$ cat src/rtl/seq_ctrl.sv
// seq_ctrl: multi-cycle sequencer for the nRisc datapath.
// Steps each instruction through FETCH, DECODE, EXEC, MEM and WB and drives
// the datapath strobes, ALU/mux selects and memory req/ack handshakes.
// Memory waits are bounded by WAIT_MAX cycles (0 disables the timeout).
//
// Ports:
//   clock_i        system clock, rising edge
//   reset_ni       asynchronous active-low reset
//   start_i        level; leaves IDLE
//   opcode_i[2:0]  opcode from IR, captured in DECODE
//   zero_i         ALU zero flag, used by beq in EXEC
//   imem_req_o / imem_ack_i   instruction memory handshake
//   dmem_req_o / dmem_we_o / dmem_ack_i   data memory handshake
//   ir_load_o, pc_we_o, pc_sel_o[1:0], reg_we_o   datapath strobes/selects
//   alu_op_o[1:0], ula_fonte_o, mem_to_reg_o, move_reg_o, reg_dest_o
//   busy_o, halted_o, error_o  status
//   instr_count_o[15:0]        retired instructions, saturating
module seq_ctrl #(
    parameter int unsigned WAIT_MAX = 15
) (
    input  logic        clock_i,
    input  logic        reset_ni,
    input  logic        start_i,
    input  logic [2:0]  opcode_i,
    input  logic        zero_i,
    output logic        imem_req_o,
    input  logic        imem_ack_i,
    output logic        dmem_req_o,
    output logic        dmem_we_o,
    input  logic        dmem_ack_i,
    output logic        ir_load_o,
    output logic        pc_we_o,
    output logic [1:0]  pc_sel_o,
    output logic        reg_we_o,
    output logic [1:0]  alu_op_o,
    output logic        ula_fonte_o,
    output logic        mem_to_reg_o,
    output logic        move_reg_o,
    output logic        reg_dest_o,
    output logic        busy_o,
    output logic        halted_o,
    output logic        error_o,
    output logic [15:0] instr_count_o
);

    typedef enum logic [2:0] {
        S_IDLE, S_FETCH, S_DECODE, S_EXEC, S_MEM, S_WB, S_HALT, S_ERR
    } state_t;

    localparam logic [2:0] OP_ADD  = 3'b000;
    localparam logic [2:0] OP_MOVE = 3'b001;
    localparam logic [2:0] OP_SLT  = 3'b010;
    localparam logic [2:0] OP_BEQ  = 3'b011;
    localparam logic [2:0] OP_JUMP = 3'b100;
    localparam logic [2:0] OP_SW   = 3'b101;
    localparam logic [2:0] OP_LW   = 3'b110;
    localparam logic [2:0] OP_HALT = 3'b111;

    // Counter value seen in the last allowed wait cycle.
    localparam logic [3:0] WAIT_LAST = 4'(WAIT_MAX - 1);

    state_t      state_q, state_d;
    logic [2:0]  op_q, op_d;
    logic [3:0]  wait_q, wait_d;
    logic [15:0] cnt_q;
    logic        timeout;

    assign timeout = (WAIT_MAX != 0) && (wait_q == WAIT_LAST);

    always_ff @(posedge clock_i or negedge reset_ni) begin
        if (!reset_ni) begin
            state_q <= S_IDLE;
            op_q    <= OP_ADD;
            wait_q  <= '0;
            cnt_q   <= '0;
        end else begin
            state_q <= state_d;
            op_q    <= op_d;
            wait_q  <= wait_d;
            if (pc_we_o && cnt_q != 16'hFFFF)
                cnt_q <= cnt_q + 16'd1;
        end
    end

    assign instr_count_o = cnt_q;

    // Next state and outputs. The wait counter defaults to zero so it is
    // cleared whenever we are not stalled in FETCH/MEM, which covers every
    // entry into those states. The ack inputs gate ir_load/pc_we in the
    // handshake cycle so each strobe fires exactly once without an extra state.
    always_comb begin
        state_d      = state_q;
        op_d         = op_q;
        wait_d       = '0;
        imem_req_o   = 1'b0;
        dmem_req_o   = 1'b0;
        dmem_we_o    = 1'b0;
        ir_load_o    = 1'b0;
        pc_we_o      = 1'b0;
        pc_sel_o     = 2'b00;
        reg_we_o     = 1'b0;
        alu_op_o     = 2'b00;
        ula_fonte_o  = 1'b0;
        mem_to_reg_o = 1'b0;
        move_reg_o   = 1'b0;
        reg_dest_o   = 1'b0;
        halted_o     = 1'b0;
        error_o      = 1'b0;

        case (state_q)
            S_IDLE: if (start_i) state_d = S_FETCH;
            S_FETCH: begin
                imem_req_o = 1'b1;
                if (imem_ack_i) begin
                    ir_load_o = 1'b1;
                    state_d   = S_DECODE;
                end else if (timeout) begin
                    state_d = S_ERR;
                end else begin
                    wait_d = wait_q + 4'd1;
                end
            end
            S_DECODE: begin
                // op_q is not loaded yet, so the branch uses the live opcode.
                op_d    = opcode_i;
                state_d = (opcode_i == OP_HALT) ? S_HALT : S_EXEC;
            end
            S_EXEC: begin
                case (op_q)
                    OP_ADD: begin
                        ula_fonte_o = 1'b1;
                        state_d     = S_WB;
                    end
                    OP_SLT: begin
                        alu_op_o = 2'b10;
                        state_d  = S_WB;
                    end
                    OP_MOVE: state_d = S_WB;
                    OP_BEQ: begin
                        alu_op_o = 2'b01;
                        pc_we_o  = 1'b1;
                        pc_sel_o = zero_i ? 2'b01 : 2'b00;
                        state_d  = S_FETCH;
                    end
                    OP_JUMP: begin
                        pc_we_o  = 1'b1;
                        pc_sel_o = 2'b10;
                        state_d  = S_FETCH;
                    end
                    OP_SW, OP_LW: state_d = S_MEM;
                    default: state_d = S_ERR;
                endcase
            end
            S_MEM: begin
                dmem_req_o = 1'b1;
                dmem_we_o  = (op_q == OP_SW);
                if (dmem_ack_i) begin
                    if (op_q == OP_SW) begin
                        pc_we_o = 1'b1;
                        state_d = S_FETCH;
                    end else begin
                        state_d = S_WB;
                    end
                end else if (timeout) begin
                    state_d = S_ERR;
                end else begin
                    wait_d = wait_q + 4'd1;
                end
            end
            S_WB: begin
                reg_we_o = 1'b1;
                pc_we_o  = 1'b1;
                if (op_q == OP_LW)        mem_to_reg_o = 1'b1;
                else if (op_q == OP_MOVE) move_reg_o   = 1'b1;
                else                      reg_dest_o   = 1'b1;
                state_d = S_FETCH;
            end
            S_HALT: halted_o = 1'b1;
            S_ERR:  error_o  = 1'b1;
            default: state_d = S_IDLE;
        endcase
    end

    assign busy_o = (state_q != S_IDLE) && (state_q != S_HALT) && (state_q != S_ERR);

endmodule

$ cat config.mk
export PLATFORM = sky130hd
export DESIGN_NAME = seq_ctrl
export DESIGN_NICKNAME = d
export VERILOG_FILES = /design/src/rtl/seq_ctrl.sv
export SDC_FILE = /design/constraint.sdc
export NUM_CORES = 1
export LEC_CHECK = 0
export CAP_MARGIN = 20
export CORE_UTILIZATION = 40
export DETAILED_ROUTE_END_ITERATION = 16
export DONT_BUFFER_PORTS = 1
export GPL_ROUTABILITY_DRIVEN = 0
export PLACE_DENSITY = 0.58
export SYNTH_ARGS = -nofsm -noshare
export SYNTH_HDL_FRONTEND = slang
export SYNTH_SLANG_ARGS = --single-unit
$ cat constraint.sdc
create_clock -name clock_i -period 2.4 [get_ports clock_i]
set_input_delay 0.48 -clock clock_i [delete_from_list [all_inputs] [get_ports clock_i]]
set_output_delay 0.48 -clock clock_i [all_outputs]
set_load 0.02 [all_outputs]
# ---- After elaboration in Yosys (flattened, before gate mapping)
# Cells that the tools add are included.
dict set report word_totals {
  reg_bits 26
  in_bits 9
  out_inout_bits 33
  wordCells 75
}
dict set report classes {
  addsub 2
  n_eq_ne 19
  muxes 39
  reduce_logical 11
}
# cell n
set ops {}
lappend ops {{$eq 3x3->1 const B} 8}
lappend ops {{$mux 1} 22}
lappend ops {{$mux 3} 6}
lappend ops {{$pmux 3 s6} 1}
lappend ops {{$add 16x1->16 const B} 1}
lappend ops {{$ne 16x16->1 const B} 1}
lappend ops {{$eq 3x2->1 const B} 4}
lappend ops {{$mux 4} 3}
lappend ops {{$pmux 3 s3} 1}
lappend ops {{$pmux 2 s2} 2}
lappend ops {{$pmux 4 s2} 1}
lappend ops {{$eq 3x1->1 const B} 2}
lappend ops {{$logic_not 3->1} 2}
lappend ops {{$ne 3x3->1 const B} 2}
lappend ops {{$reduce_bool 6->1} 1}
lappend ops {{$add 4x1->4 const B} 1}
lappend ops {{$eq 4x4->1 const B} 1}
lappend ops {{$mux 2} 2}
lappend ops {{$reduce_or 2->1} 2}
lappend ops {{$logic_and 1x1->1} 3}
lappend ops {{$pmux 1 s3} 1}
lappend ops {{$reduce_bool 3->1} 1}
lappend ops {{$reduce_or 3->1} 1}
lappend ops {{$ne 2x2->1 const B} 1}
lappend ops {{$reduce_and 2->1} 1}

# ---- Longest topological paths before layout
# Gate-level depths: netlist (run 1).
dict set report depth {
  depth_word 5
  depth_mapped 7
  ltp_nobuf 6
}

# ---- Worst setup path after synthesis (run 1)
# OpenSTA, ideal clock, no wires.
dict set report synth_timing {
  path_kind {reg2out}
  from {reg state_q[2]}
  to {out pc_sel_o[0]}
  t_arrival_ps 1589
  t_required_ps 1920
  slack_ps 331
  path_stages_with_launch 4
  n_path_buf 0
  path_cell_list {dfrtp_1 > nand3b_1 > nor3_1 > and2_1}
}
dict set report synth_between {
  elab_chain_len 2
}
# element line_no
set synth_rtl {}
lappend synth_rtl {{from (decl)} 62} ;# state_t state_q, state_d;
lappend synth_rtl {{from (signal assigned)} 77} ;# state_q <= state_d;
lappend synth_rtl {{$eq 3x2->1} 110} ;# case (state_q)
lappend synth_rtl {{$mux 2} 110}
lappend synth_rtl {{to (decl)} 33} ;# output logic [1:0] pc_sel_o,
# Every way passes these cells.

# ---- Worst setup path in the final report (run 1)
dict set report layout_timing {
  from {reg state_q[1]}
  to {out pc_sel_o[0]}
}
# The elaborated chain is that of the path after synthesis.

==> results of run 1 <==
layout make-up:
type / instances / area (µm²)
clock buffer: 4 / 55.05
tap: 46 / 57.56
sequential: 26 / 651.9
inverter: 5 / 18.77
fill: 344 / 1792
timing repair buffer: 11 / 95.09
multi-input combinational: 123 / 798.3
worst max path at each step:
stage,from,end,slack [ns],cells after the start
3_5_place_dp,state_q[0]$_DFFE_PN0P_,instr_count_o[10]$_DFFE_PN0P_,0.39,5
4_1_cts,state_q[0]$_DFFE_PN0P_,pc_sel_o[0],0.17,3
2_1_floorplan,state_q[2]$_DFFE_PN0P_,pc_sel_o[0],0.33,3
3_3_place_gp,op_q[1]$_DFFE_PN0P_,instr_count_o[10]$_DFFE_PN0P_,0.46,5
5_1_grt,state_q[1]$_DFFE_PN0P_,pc_sel_o[0],0.01,3
6_report,state_q[1]$_DFFE_PN0P_,pc_sel_o[0],0.17,3
stage by stage:
stage | cell area [µm²] | total power, mW | utilization | instances | hold slack [ns]
final | 1677 | 1.833 | 0.4834 | 215 | 0.01817
after global routing | 1677 | 1.976 | 0.4834 | 215 | 0.01715
after CTS | 1675 | 1.843 | 0.4830 | 215 | 0.01977
after detailed placement | 1600 | 1.551 | 0.4614 | 210 | 0.1850
after global placement | 1600 | 1.521 | 0.4614 | 210 | 0.1850
after floorplan | 1495 | 1.343 | - | 161 | 0.1844
per-layer routing:
metal	part of all wire	wire [µm]
met1	0.46	1418
met2	0.46	1431
met3	0.068	208
met4	0.0065	20
met5	0	0
flip-flops by register name, indices dropped and copies added (netlist names):
name	cells
wait_q	4
op_q	3
state_q	3
instr_count_o	16
worst max-delay path, cell delays in order, from the launching register on:
cell	delay, ns
dfrtp_1	0.59
nand3b_1	0.31
nor3_1	0.31
and2_1	0.28
where the power goes:
part / leakage (nW) / switching, mW / internal [mW]
logic: 0.349 / 0.477 / 0.332
clock network: 0.0288 / 0.127 / 0.146
registers: 0.319 / 0.209 / 0.542
what timing repair did:
| action | in CTS | in global routing |
|---|---|---|
| setup buffers | 0 | 0 |
| resized for setup | 0 | 1 |
| endpoints found under the hold margin | 26 | 0 |
| endpoints found under the setup margin | 0 | 1 |
| hold buffers | 1 | 0 |
layout by cell type (no fill, tap or decap):
cell / netlist / routed
a21o_1: 2 / 2
a21oi_1: 6 / 6
a221o_1: 2 / 2
a311oi_1: 1 / 1
a31oi_1: 1 / 1
a32oi_1: 1 / 1
and2_1: 4 / 4
and3_1: 6 / 6
and3b_1: 1 / 1
and4b_1: 2 / 2
buf_12: 0 / 1
buf_4: 0 / 10
clkbuf_8: 0 / 4
dfrtp_1: 26 / 25
dfrtp_2: 0 / 1
ha_1: 3 / 3
inv_1: 5 / 5
mux2_2: 4 / 4
nand2_1: 12 / 12
nand2b_1: 4 / 4
nand3_1: 7 / 7
nand3b_1: 3 / 3
nand4_1: 7 / 7
nor2_1: 16 / 16
nor2b_1: 3 / 3
nor3_1: 4 / 4
nor3_2: 1 / 1
nor3b_1: 2 / 2
nor4_1: 2 / 2
nor4b_1: 1 / 1
o211ai_1: 2 / 2
o21ai_0: 4 / 4
o22ai_1: 3 / 3
o32a_1: 1 / 1
or3_1: 1 / 1
or3b_1: 1 / 1
xnor2_1: 11 / 11
xor2_1: 5 / 5
kinds of logic after synthesis:
| group | share of synthesized area |
|---|---|
| simple gates | 0.2828 |
| flops | 0.4351 |
| compound gates | 0.1021 |
| xor+xnor | 0.09372 |
| buf+inv | 0.03096 |
| mux | 0.03012 |
| fa+ha+maj | 0.02511 |
==> metrics.csv, run 1 <==
metric,value,unit
CP required,1.92,ns
status,finished clean,
largest net degree at the start of global routing,27,
Max Cap Viol,0,
CTS tree,done,
initial DRC count,137,
Yosys Warn Count,0,
IO buf count,0,
clk buf depth,2,
clk_lat worst skew,0.26,ns
Post-Synthesis Cells,161,
final-report max-slew violation count,0,
GRT busiest layer,met2,
Starting Density,0.4311,
worst endpoint data arrival time,1.75,ns
met3 Usage GRT,0.03986,
H-tree depth,1,
Slew @ Worst Pin,0.5793,ns
setup TNS,0,ns
Yosys reg bits,26,
type of the worst setup path,reg2out,
# rows,21,
crit start category,flip-flop,
drt wl/cell,14.33,µm
skew final,0.001724,ns
post-synthesis sequential area ratio,0.4351,
"Hold Vio Cnt, Final",0,
Power Dens Cells,1093,nW/µm²
Antenna Cells,0,
Crit. End Element,primary output,
Slew HR,0.6129,
min cycle time layout,2.233,ns
Setup WS pre-CTS,0.3890,ns
syn_area_per_cell,9.287,µm²
Final Worst Setup Slack,0.1667,ns
Root Buffer,clkbuf_8,
Die Height,63.14,µm
syn_nets,173,
die area,3987,µm²
Syn-to-layout area delta,12.13,%
via-per-instance ratio,5.707,
Post-synth EDFFs,0,
M1 GR Usage,0.2110,
reg2reg setup slack,0.36,ns
Synth area leader,dfrtp_1,
r2r startpoint,state_q[1]$_DFFE_PN0P_,
RSZ-0062 raised after global routing,false,
synth unique cells,36,
Syn Std Cell Area,1495,µm²
grt total ovfl,0,
Critical R2R Capture,instr_count_o[1]$_DFFE_PN0P_,
post-route clock period utilization,0.9306,
DRC,0,
crit path max fanout,15,
Pre-antenna DRT Iters,4,
share of flip-flops with an asynchronous set or reset,1.000,
final setup fails,0,
Post-synth top cells,"dfrtp_1, nor2_1, nand2_1",
synth top area cells,"dfrtp_1, xnor2_1, nor2_1",
min-delay worst type,in2async,
Worst-path clk slew,0.08,ns
layout cells sized above 1,0.1243,
first-pass GRT wire length,5451,µm
Die Width,63.14,µm
CORE AREA,3468,µm²
worst vdd ir,0.0005788,V
"Primary FF master, synth",dfrtp_1,
most frequent cell after synthesis,dfrtp_1,
via count,1227,
vias in the first global route,1212,
Post-DRT Antenna Nets,0,
post-synth top area share,0.4351,
# nets final,182,
GR Util met2,0.2823,
GR Util All Layers,0.1668,
final wirelength,3080,µm
I/O Pins,42,
antenna violations before repair,0,
Num CTS Buffers,3,
Reg2Reg Depth,5,
clock sinks,26,
Leakage,0.6969,nW
fmax,447.8,MHz
post-DP HPWL,2210,µm
Note: power is estimated with default switching activity, not from simulation.
==> run 2, diff against run 1 <==
BUFFER_PORTS_ARGS = -buffer_cell sky130_fd_sc_hd__clkbuf_2   (was default)
DONT_BUFFER_PORTS = default   (was 1)
PLACE_DENSITY = 0.68   (was 0.58)
==> metrics.csv, run 2 (synthesis results as in run 1) <==
metric,value,unit,change
Die Width,63.14,µm,unchanged
RSZ-0062 raised after global routing,false,,
I/O Pins,42,,unchanged
CTS tree,done,,
Power Dens Cells,1020,nW/µm²,-6.7%
skew final,0.001189,ns,-0.0005349 ns
Worst path slowest cell,dfrtp_1,,
Max Cap Viol,0,,unchanged
CORE AREA,3468,µm²,unchanged
Crit. End Element,primary output,,
fmax,449.9,MHz,+0.48%
register share of total power,0.406,,-0.004
critical path's largest stage delay,0.55,ns,-0.04 ns
status,finished clean,,
Post-DRT Antenna Nets,0,,unchanged
final wirelength,3120,µm,+1.3%
Root Buffer,clkbuf_8,,
Syn-to-layout area delta,19.67,%,
Die Height,63.14,µm,unchanged
CP cell instances,or3b_1 > a21o_1 > nand2_1 > clkbuf_2,,
crit path max fanout,14,,-1
crit start category,flip-flop,,
drt wl/cell,12.68,µm,-11%
clk buf depth,2,,unchanged
clock power share,0.126,,-0.023
post-DP HPWL,2348,µm,+6.3%
vias in the first global route,1226,,+1.2%
Slew @ Worst Pin,0.6203,ns,+0.04099 ns
die area,3987,µm²,unchanged
# rows,21,,unchanged
min cycle time layout,2.223,ns,-0.01066 ns
final-report max-slew violation count,0,,unchanged
largest net degree at the start of global routing,27,,unchanged
"most common cell after layout, fill and taps aside",clkbuf_2,,
H-tree depth,1,,unchanged
IO buf count,41,,+41
CP required,1.92,ns,about the same
post-route clock period utilization,0.9261,,-0.004443
# nets final,214,,+18%
Net Sw Frac,0.4460,,+0.002406
"commonest non-fill, non-tap cells in the layout","clkbuf_2, dfrtp_1, nor2_1, nand2_1, xnor2_1",,
Num CTS Buffers,3,,unchanged
antenna violations before repair,0,,unchanged
M1 WL,1458,µm,+2.8%
Met3 Wirelength,155,µm,-25%
GR Util All Layers,0.1660,,-0.0007740
Post-CTS Setup Inserts,0,,unchanged
setup TNS,0,ns,unchanged
top layer in use,met4,,
type of the worst setup path,reg2out,,
r2r startpoint,op_q[2]$_DFFE_PN0P_,,
worst vdd ir,0.0004718,V,-18%
clk_lat worst skew,0.26,ns,about the same
"delay-heaviest family, CP",flip-flops,,
Critical path buffers and inverters,1,,+1
via count,1327,,+8.1%
via-per-instance ratio,5.394,,-5.5%
sw power,0.8142,mW,+0.12%
"Hold Vio Cnt, Final",0,,unchanged
first-pass GRT wire length,5395,µm,-1.0%
worst endpoint data arrival time,1.74,ns,about the same
initial DRC count,152,,+11%
Antenna Cells,0,,unchanged
Starting Density,0.4311,,unchanged
grt total ovfl,0,,unchanged
internal power,1.011,mW,-0.85%
layout cells sized above 1,0.2650,,+0.1407
reg2reg setup slack,0.36,ns,about the same
Slew HR,0.5865,,-0.02649
DRC,0,,unchanged
Worst-path clk slew,0.08,ns,about the same
min-delay worst type,in2async,,
CP Launch Point,op_q[2]$_DFFE_PN0P_,,
fin area,1789,µm²,+6.7%
final setup fails,0,,unchanged
Gate power share,0.469,,+0.028
max FFs per register,16,,unchanged
Leakage,0.8164,nW,+17%
Met2 Routed Length,1473,µm,+2.9%
Pre-antenna DRT Iters,4,,unchanged
clock sinks,26,,unchanged
placed inst area,1745,µm²,+9.1%
[run 2: cell types whose count changed in the layout (fill, tap and decap cells not counted), sizes merged]
cell,change
clkbuf,+40
buf,-9
[run 2: path summary, 6_finish.rpt]
check / endpoint / cells past startpoint
worst min-delay path: instr_count_o[11]$_DFFE_PN0P_ / 1
worst max-delay path: pc_we_o / 4
worst min register to register: wait_q[0]$_DFF_PN0_ / 1
max in group asynchronous: state_q[0]$_DFFE_PN0P_ / 1
worst max register to register: instr_count_o[1]$_DFFE_PN0P_ / 5
min in group clock_i: op_q[1]$_DFFE_PN0P_ / 2
[run 2: worst reg2reg max path, delay by kind of cell (launching register included)]
family          cells  cell delay [ns]
simple gates        1             0.41
compound gates      2             0.41
mux                 1             0.34
buf+inv             1             0.22
flops               1             0.55
[run 2: cell type report]
cell class	count	area [µm²]
Multi-Input combinational cell	123	798.3
Clock buffer	3	41.29
Fill cell	355	1679
Tap cell	46	57.56
Sequential cell	26	653.1
Inverter	5	18.77
Timing Repair Buffer	43	220.2
[run 2: power groups by stage]
stage,logic [mW],registers (mW),clock network (mW)
6_report,0.855,0.741,0.229
5_1_grt,0.936,0.772,0.262
4_1_cts,0.861,0.736,0.243
3_5_place_dp,0.858,0.744,0
3_3_place_gp,0.834,0.731,0
2_1_floorplan,0.650,0.693,0
[run 2: layer usage]
layer,vias to the layer above,track usage
met3,4,0.01630
met5,-,0
met4,0,0.06105
met2,47,0.2890
li1,652,-
met1,624,0.2110
[run 2: repair_timing]
item | 4_1_cts | 5_1_grt
hold buffers | 0 | 0
endpoints found under the setup margin | 0 | 2
hold endpoints to repair | 0 | 0
gates resized for setup | 0 | 2
[run 2: metrics by stage]
stage / hold WS (ns) / instances / setup WS [ns] / power, mW / util
global route: 0.2802 / 246 / 0.04853 / 1.969 / 0.5159
floorplan: 0.1844 / 161 / 0.3313 / 1.343 / -
global placement: 0.4725 / 243 / 0.4680 / 1.565 / 0.5032
detailed placement: 0.4781 / 243 / 0.3866 / 1.602 / 0.5032
CTS: 0.2462 / 246 / 0.1206 / 1.840 / 0.5152
finish: 0.2189 / 246 / 0.1773 / 1.826 / 0.5159
